===== src/rtl/cpu_pkg.sv =====
// Shared CPU definitions: hazard FSM encoding and pipeline timing defaults
// used by the hazard unit, multiplier and branch unit.
package cpu_pkg;

   typedef enum logic [1:0] {
      HZ_RUN   = 2'd0,
      HZ_LDUSE = 2'd1,
      HZ_MULT  = 2'd2,
      HZ_FLUSH = 2'd3
   } hz_state_t;

   localparam int unsigned ADDR_RFILE_DEF = 5;
   localparam int unsigned MULT_LAT_DEF   = 4;
   localparam int unsigned FLUSH_CYC_DEF  = 2;

   // Width of a down-counter shared by two windows, never less than one bit.
   function automatic int unsigned cnt_width(input int unsigned a, input int unsigned b);
      int unsigned m;
      int unsigned w;
      m = (a > b) ? a : b;
      w = $clog2(m);
      return (w < 1) ? 1 : w;
   endfunction

endpackage


===== src/rtl/hazard_cmp.sv =====
// Source-vs-destination register comparator; register 0 never matches.
// Output bit [1] is the rs match, bit [0] the rt match.
module hazard_cmp
   import cpu_pkg::*;
#(
   parameter int unsigned ADDR_W = ADDR_RFILE_DEF
) (
   input  logic [ADDR_W-1:0] addr_rs,
   input  logic [ADDR_W-1:0] addr_rt,
   input  logic              use_rs,
   input  logic              use_rt,
   input  logic [ADDR_W-1:0] addr_dst,
   output logic [1:0]        match
);

   logic dst_nz;

   always_comb begin
      dst_nz   = (addr_dst != '0);
      match[1] = dst_nz & use_rs & (addr_rs == addr_dst);
      match[0] = dst_nz & use_rt & (addr_rt == addr_dst);
   end

endmodule


===== src/rtl/hazard_ctrl.sv =====
// Hazard detection and pipeline-control generator: load-use bubble,
// multi-cycle multiply hold and taken-branch flush window.
module hazard_ctrl
   import cpu_pkg::*;
#(
   parameter int unsigned ADDR_RFILE = ADDR_RFILE_DEF,
   parameter int unsigned MULT_LAT   = MULT_LAT_DEF,
   parameter int unsigned FLUSH_CYC  = FLUSH_CYC_DEF
) (
   input  logic                  clk,
   input  logic                  rst_n,
   input  logic [ADDR_RFILE-1:0] addr_rs_id,
   input  logic [ADDR_RFILE-1:0] addr_rt_id,
   input  logic                  use_rs_id,
   input  logic                  use_rt_id,
   input  logic                  mult_sel_id,
   input  logic                  mem_r_ex,
   input  logic [ADDR_RFILE-1:0] addr_dst_ex,
   input  logic                  branch_taken_ex,
   output logic                  pc_hold,
   output logic                  ifid_hold,
   output logic                  stall_ctrl,
   output logic [1:0]            stall_ctrl_ab,
   output logic                  flush_ctrl,
   output logic                  busy
);

   localparam int unsigned CNT_W = cnt_width(MULT_LAT, FLUSH_CYC);
   localparam logic [CNT_W-1:0] MULT_LOAD  = CNT_W'(MULT_LAT - 2);
   localparam logic [CNT_W-1:0] FLUSH_LOAD = (FLUSH_CYC > 1) ? CNT_W'(FLUSH_CYC - 2) : '0;

   hz_state_t        state_q, state_d;
   logic [CNT_W-1:0] cnt_q, cnt_d;
   logic [1:0]       match;
   logic             lu;

   hazard_cmp #(
      .ADDR_W (ADDR_RFILE)
   ) u_cmp (
      .addr_rs  (addr_rs_id),
      .addr_rt  (addr_rt_id),
      .use_rs   (use_rs_id),
      .use_rt   (use_rt_id),
      .addr_dst (addr_dst_ex),
      .match    (match)
   );

   assign lu = mem_r_ex & (|match);

   always_comb begin
      state_d       = state_q;
      cnt_d         = cnt_q;
      pc_hold       = 1'b0;
      ifid_hold     = 1'b0;
      stall_ctrl    = 1'b0;
      stall_ctrl_ab = 2'b00;
      flush_ctrl    = 1'b0;
      busy          = 1'b0;

      unique case (state_q)
         HZ_RUN: begin
            if (branch_taken_ex) begin
               flush_ctrl = 1'b1;
               if (FLUSH_CYC > 1) begin
                  state_d = HZ_FLUSH;
                  cnt_d   = FLUSH_LOAD;
               end
            end else if (lu) begin
               stall_ctrl    = 1'b1;
               pc_hold       = 1'b1;
               ifid_hold     = 1'b1;
               stall_ctrl_ab = match;
               state_d       = HZ_LDUSE;
            end else if (mult_sel_id) begin
               state_d = HZ_MULT;
               cnt_d   = MULT_LOAD;
            end
         end

         // The bubble still carries the held instruction's mem_r, so lu is masked here.
         HZ_LDUSE: begin
            state_d = HZ_RUN;
         end

         HZ_MULT: begin
            busy      = 1'b1;
            pc_hold   = 1'b1;
            ifid_hold = 1'b1;
            if (cnt_q == '0) begin
               state_d = HZ_RUN;
            end else begin
               cnt_d = cnt_q - CNT_W'(1);
            end
         end

         HZ_FLUSH: begin
            flush_ctrl = 1'b1;
            if (branch_taken_ex) begin
               cnt_d = FLUSH_LOAD;
            end else if (cnt_q == '0) begin
               state_d = HZ_RUN;
            end else begin
               cnt_d = cnt_q - CNT_W'(1);
            end
         end

         default: begin
            state_d = HZ_RUN;
            cnt_d   = '0;
         end
      endcase

      // Outputs are combinational, so reset must gate them directly.
      if (!rst_n) begin
         pc_hold       = 1'b0;
         ifid_hold     = 1'b0;
         stall_ctrl    = 1'b0;
         stall_ctrl_ab = 2'b00;
         flush_ctrl    = 1'b0;
         busy          = 1'b0;
      end
   end

   always_ff @(posedge clk) begin
      if (!rst_n) begin
         state_q <= HZ_RUN;
         cnt_q   <= '0;
      end else begin
         state_q <= state_d;
         cnt_q   <= cnt_d;
      end
   end

endmodule


===== config.mk =====
export PLATFORM = sky130hd
export DESIGN_NAME = hazard_ctrl
export DESIGN_NICKNAME = d
export VERILOG_FILES = /design/src/rtl/cpu_pkg.sv /design/src/rtl/hazard_cmp.sv /design/src/rtl/hazard_ctrl.sv
export SDC_FILE = /design/constraint.sdc
export NUM_CORES = 1
export LEC_CHECK = 0
export ABC_AREA = 1
export CAP_MARGIN = 20
export CORE_MARGIN = 3
export CORE_UTILIZATION = 45
export DETAILED_ROUTE_END_ITERATION = 6
export DONT_BUFFER_PORTS = 1
export GPL_TIMING_DRIVEN = 0
export PLACE_DENSITY = 0.59
export SETUP_SLACK_MARGIN = 0.5
export SYNTH_ARGS = -nofsm -noshare
export SYNTH_HDL_FRONTEND = slang
export SYNTH_SLANG_ARGS = --single-unit

===== constraint.sdc =====
create_clock -name clk -period 1.8 [get_ports clk]
set_input_delay 0.36 -clock clk [delete_from_list [all_inputs] [get_ports clk]]
set_output_delay 0.36 -clock clk [all_outputs]
set_load 0.02 [all_outputs]

**Word level (Yosys, flattened, before mapping)**

Cells that the tools add are included.

- Register bits after elaboration: 4
- Latch bits: 0
- RAM bits: 0
- Bits in read-only memories: 0
- Bits of input ports: 22
- Output and inout port bits: 7
- Word-level logic and storage cells: 50
- Memories kept: 0

- Add/sub/neg operators: 1
- Multiply operators: 0
- Divide/modulo/power cells: 0
- Order comparisons: 0
- Equal/unequal tests: 9
- Shift operators: 0
- Multiplexer cells: 26
- Bitwise operators: 5
- Reduce and logical (&&, ||, !) cells: 7

Operators by type and width:

| operator | count |
|---|---|
| 2-bit two-way mux | 13 |
| 5-bit equality test | 2 |
| 1-bit two-way mux | 9 |
| 2-bit one-hot mux with 4 select lines | 1 |
| 3-bit inequality test (second input constant) | 2 |
| 2-bit one-hot mux with 3 select lines | 1 |
| 1-bit bitwise AND | 5 |
| 5-bit nonzero test | 1 |
| 2-bit equality test (second input constant) | 2 |
| 2-bit logical NOT | 2 |
| 4-bit inequality test (second input constant) | 1 |
| 1-bit one-hot mux with 2 select lines | 2 |
| 3-bit AND reduction | 1 |
| 3-bit nonzero test | 1 |
| 2-bit by 1-bit equality test with 1-bit output (second input constant) | 1 |
| 2-bit inequality test (second input constant) | 1 |
| 2-bit AND reduction | 1 |
| 2-bit OR reduction | 1 |
| 2-bit by 1-bit subtractor with 2-bit output (second input constant) | 1 |

**Longest topological paths before layout**

- Depth after elaboration: 9
- Gate-level depth with buffers: 15
- Depth with buffers taken out: 15

**Cells and area by module**

A second synthesis with hierarchy kept.

- Cells, all modules: 124
- Area total of the unflattened synthesis: 625.6 um2

By module, submodules not included:

| module | times used | cells each | area an instance (um2) | sequential area each (um2) |
|---|---|---|---|---|
| hazard_ctrl | 1 | 65 | 402.9 | 80.1 |
| hazard_cmp | 1 | 59 | 222.7 | 0.0 |

**Worst setup path before layout**

No wires, ideal clock.

- Kind: flip-flop to output port
- Start point: register state_q[0]
- End point: output port pc_hold
- Data arrival time: 1,575 ps
- Required time: 1,440 ps
- Slack: -135 ps
- Cell stages (with the launch flop): 7
- Buffers on the path: 1
- Cells stage by stage: dfxtp_1 inv_1 ha_1 nand4_1 a21oi_1 or2_2 buf_4

- Cells in the longest elaborated chain, start to end: 3
- Elaborated cells between the ends (all ways): 4
- Those cells by class: eq/ne: 1; mux: 2; reduce/logical: 1

RTL lines:

| item | line | text |
|---|---|---|
| start: declaration | hazard_ctrl.sv:32 | `hz_state_t state_q, state_d;` |
| start signal: assignment | hazard_ctrl.sv:129 | `state_q <= state_d;` |
| 2-bit equality test / 2-bit logical NOT (equally long branches) | n/a |  |
| 1-bit one-hot mux with 2 select lines (*) | n/a |  |
| 1-bit two-way mux (*) | n/a |  |
| end: declaration | hazard_ctrl.sv:20 | `output logic pc_hold,` |

Mark *: on every way between the ends. The rest lies on a longest branch, timed or not.

**Worst setup path after layout**

- Start point: register state_q[1]
- End point: output port pc_hold

Same word-level chain as after synthesis.

==> results.py <==
metrics = {
    "clock_network": {
        "clock-sinks": 4,
        "clk_pin_slew_ns": 0.04,
        "cts_tree": "built",
        "htreeDepth": 1,
        "numCtsBuffers": 3,
        "clock_path_buffers": 2,
        "clk_latency_ns": 0.25,
        "root_buffer": "clkbuf_4",
    },
    "synth": {
        "synth_seq_cells": 4,
        "netlist_instances": 120,
        "ys_warn_count": 0,
        "ys_types": 17,
        "syn-num-nets": 145,
        "seq_area_frac_synth_pct": 13.3,
        "netlist_area_sq_um": 601,
        "synth.avg_cell_area_sq_um": 5.00,
    },
    "die": {
        "die-area_sq_mm": 0.00181,
        "die_w_um": 42.5,
        "core_area_sq_mm": 0.00117,
        "rows": 12,
        "die_y_um": 42.5,
        "initial_core_util_pct": 51.3,
        "boundaryPins": 29,
    },
    "global_routing": {
        "grt_overflow": 0,
        "grt_pass1_vias": 642,
        "antenna_found_initial": 0,
        "groute.usage.overall_pct": 18.8,
        "grt_pass1_wl_um": 2530,
        "grt_max_degree": 8,
    },
    "run_status": {
        "violations": "negative setup slack",
        "status": "finished with violations",
    },
    "layout": {
        "fin_nets": 159,
        "mostFrequentLayoutCells": "nand2_1, nor2_1, inv_1",
        "fin_util_pct": 72.9,
        "antenna_cells": 0,
        "layout-drive-gt1-share_pct": 37.9,
        "area_delta_synth_final_pct": 42.1,
        "mostFrequentLayoutCell": "nand2_1",
    },
    "setup_path": {
        "start_kind": "register",
        "worstPathRequired_ns": 1.44,
        "worstSetupEndpointType": "output port",
        "crit_arrival_ns": 1.49,
        "path_class": "register to output port",
        "path_max_fanout": 3,
    },
    "routing": {
        "num_vias": 718,
        "first_pass_iters": 4,
        "drt_iter0_markers": 6,
        "routedWlPerCell_um": 10.3,
        "drt_wl_total_um": 1500,
        "vias_per_cell": 4.92,
        "drc_errors": 0,
        "ant_nets": 0,
    },
    "placed_design": {
        "portBuffers": 0,
        "dpl.hpwl_um": 1090,
        "place.gp.congestion": 0.794,
    },
    "sta": {
        "worstMarginPinSlew_ns": 0.280,
        "setup_viol_count_final": 1,
        "fin_crit_ns": 1.85,
        "fin_crit_sh_pct": 103,
        "timing.final.max_slew_violations": 0,
        "max_freq_mhz": 540,
        "hold_viol": 0,
        "fin_hold_ws_ns": 0.218,
        "fin_worst_skew_ns": 0.00613,
        "rsz0062_at_grt": "yes",
        "relSlewSlack_pct": 81.3,
        "setup_slack_ns": -0.0526,
    },
    "power_and_ir_drop": {
        "irDropWorstVdd_v": 0.000958,
        "power_w": 0.00119,
        "leakage_nw": 0.463,
        "p_per_area_mw_per_mm2": 1390,
    },
    "job": {
        "maxCapViolCount": 0,
    },
    "min_path": {
        "hold_path_class": "input port to register",
    },
}
## metal layers
layer | GRT usage, % | vias to the layer above | wire length [um]
met5 | 0 | - | 0
met4 | 7.45 | 0 | 23
met2 | 30.1 | 37 | 689
met3 | 9.01 | 2 | 194
met1 | 21.2 | 301 | 590
li1 | - | 378 | -
## critical path, stage by stage (launching register included)
cell and delay [ns]:
dfxtp_2 0.32, inv_2 0.06, ha_4 0.13, nand4_1 0.15, a21oi_4 0.24, or2_4 0.21, buf_6 0.12
## metrics by stage
stage | setup TNS, ns | cell area, sq um | cells | setup slack, ns
6_report | -0.0526 | 853 | 146 | -0.0526
3_3_place_gp | 0 | 672 | 134 | 0.0393
4_1_cts | -0.0654 | 801 | 143 | -0.0654
5_1_grt | -0.200 | 853 | 146 | -0.147
3_5_place_dp | 0 | 672 | 134 | 0.0525
2_1_floorplan | 0 | 654 | 120 | 0.129
## cells in the mapped netlist
master	n	area share [%]
a21oi_1	5	4.2
nand3_2	2	3.3
or2_2	1	1.0
inv_2	5	3.1
nor2_1	21	13
nor3b_1	1	1.3
nand4_1	1	1.0
inv_1	20	12
nand3_1	4	3.3
dfxtp_1	4	13
o21ai_1	1	0.83
nand2_1	42	26
buf_4	1	1.3
nand2_2	5	5.2
o21ai_0	1	0.83
nor2_2	3	3.1
ha_1	3	6.3
## report_power, final
group          internal, W  switching (W)
sequential        0.000139      0.0000389
combinational     0.000420       0.000469
clock            0.0000751      0.0000452
## state kept, by name, summed over array words and instances (netlist names)
signal   count
state_q      2
cnt_q        2
## cell families (layout without fill, tap and decap cells)
group	Yosys count	after routing	synth area share, %
and+or+nand+nor	80	80	57.7
buffers and inverters	26	38	16.9
AOI/OAI and AO/OA	7	7	5.83
DFF	4	4	13.3
adders and majority gates	3	3	6.25
## path summary, 6_finish.rpt
path / from / end / slack [ns] / cells after the start
setup / recovery: state_q[1] / pc_hold / -0.05 / 6
hold / removal: rst_n / state_q[1] / 0.22 / 2
setup reg to reg: state_q[1] / cnt_q[1] / 0.24 / 13
hold reg to reg: cnt_q[0] / cnt_q[0] / 0.52 / 2
## layout make-up
| class | count | area [sq um] |
|---|---|---|
| buffer | 1 | 11.3 |
| clock buffer | 3 | 22.5 |
| tap | 14 | 17.5 |
| timing repair buffer | 9 | 82.6 |
| inverter | 25 | 109 |
| multi-input combinational | 90 | 528 |
| fill | 106 | 318 |
| sequential | 4 | 82.6 |
## what timing repair did
item	4_1_cts	5_1_grt
gates resized for setup	19	9
hold buffers	0	0
pin swaps	15	10
endpoints found under the setup margin	9	11
hold endpoints to repair	0	0
buffers inserted	6	3
cloned	0	0
Note: power is estimated with default switching activity, not from simulation.
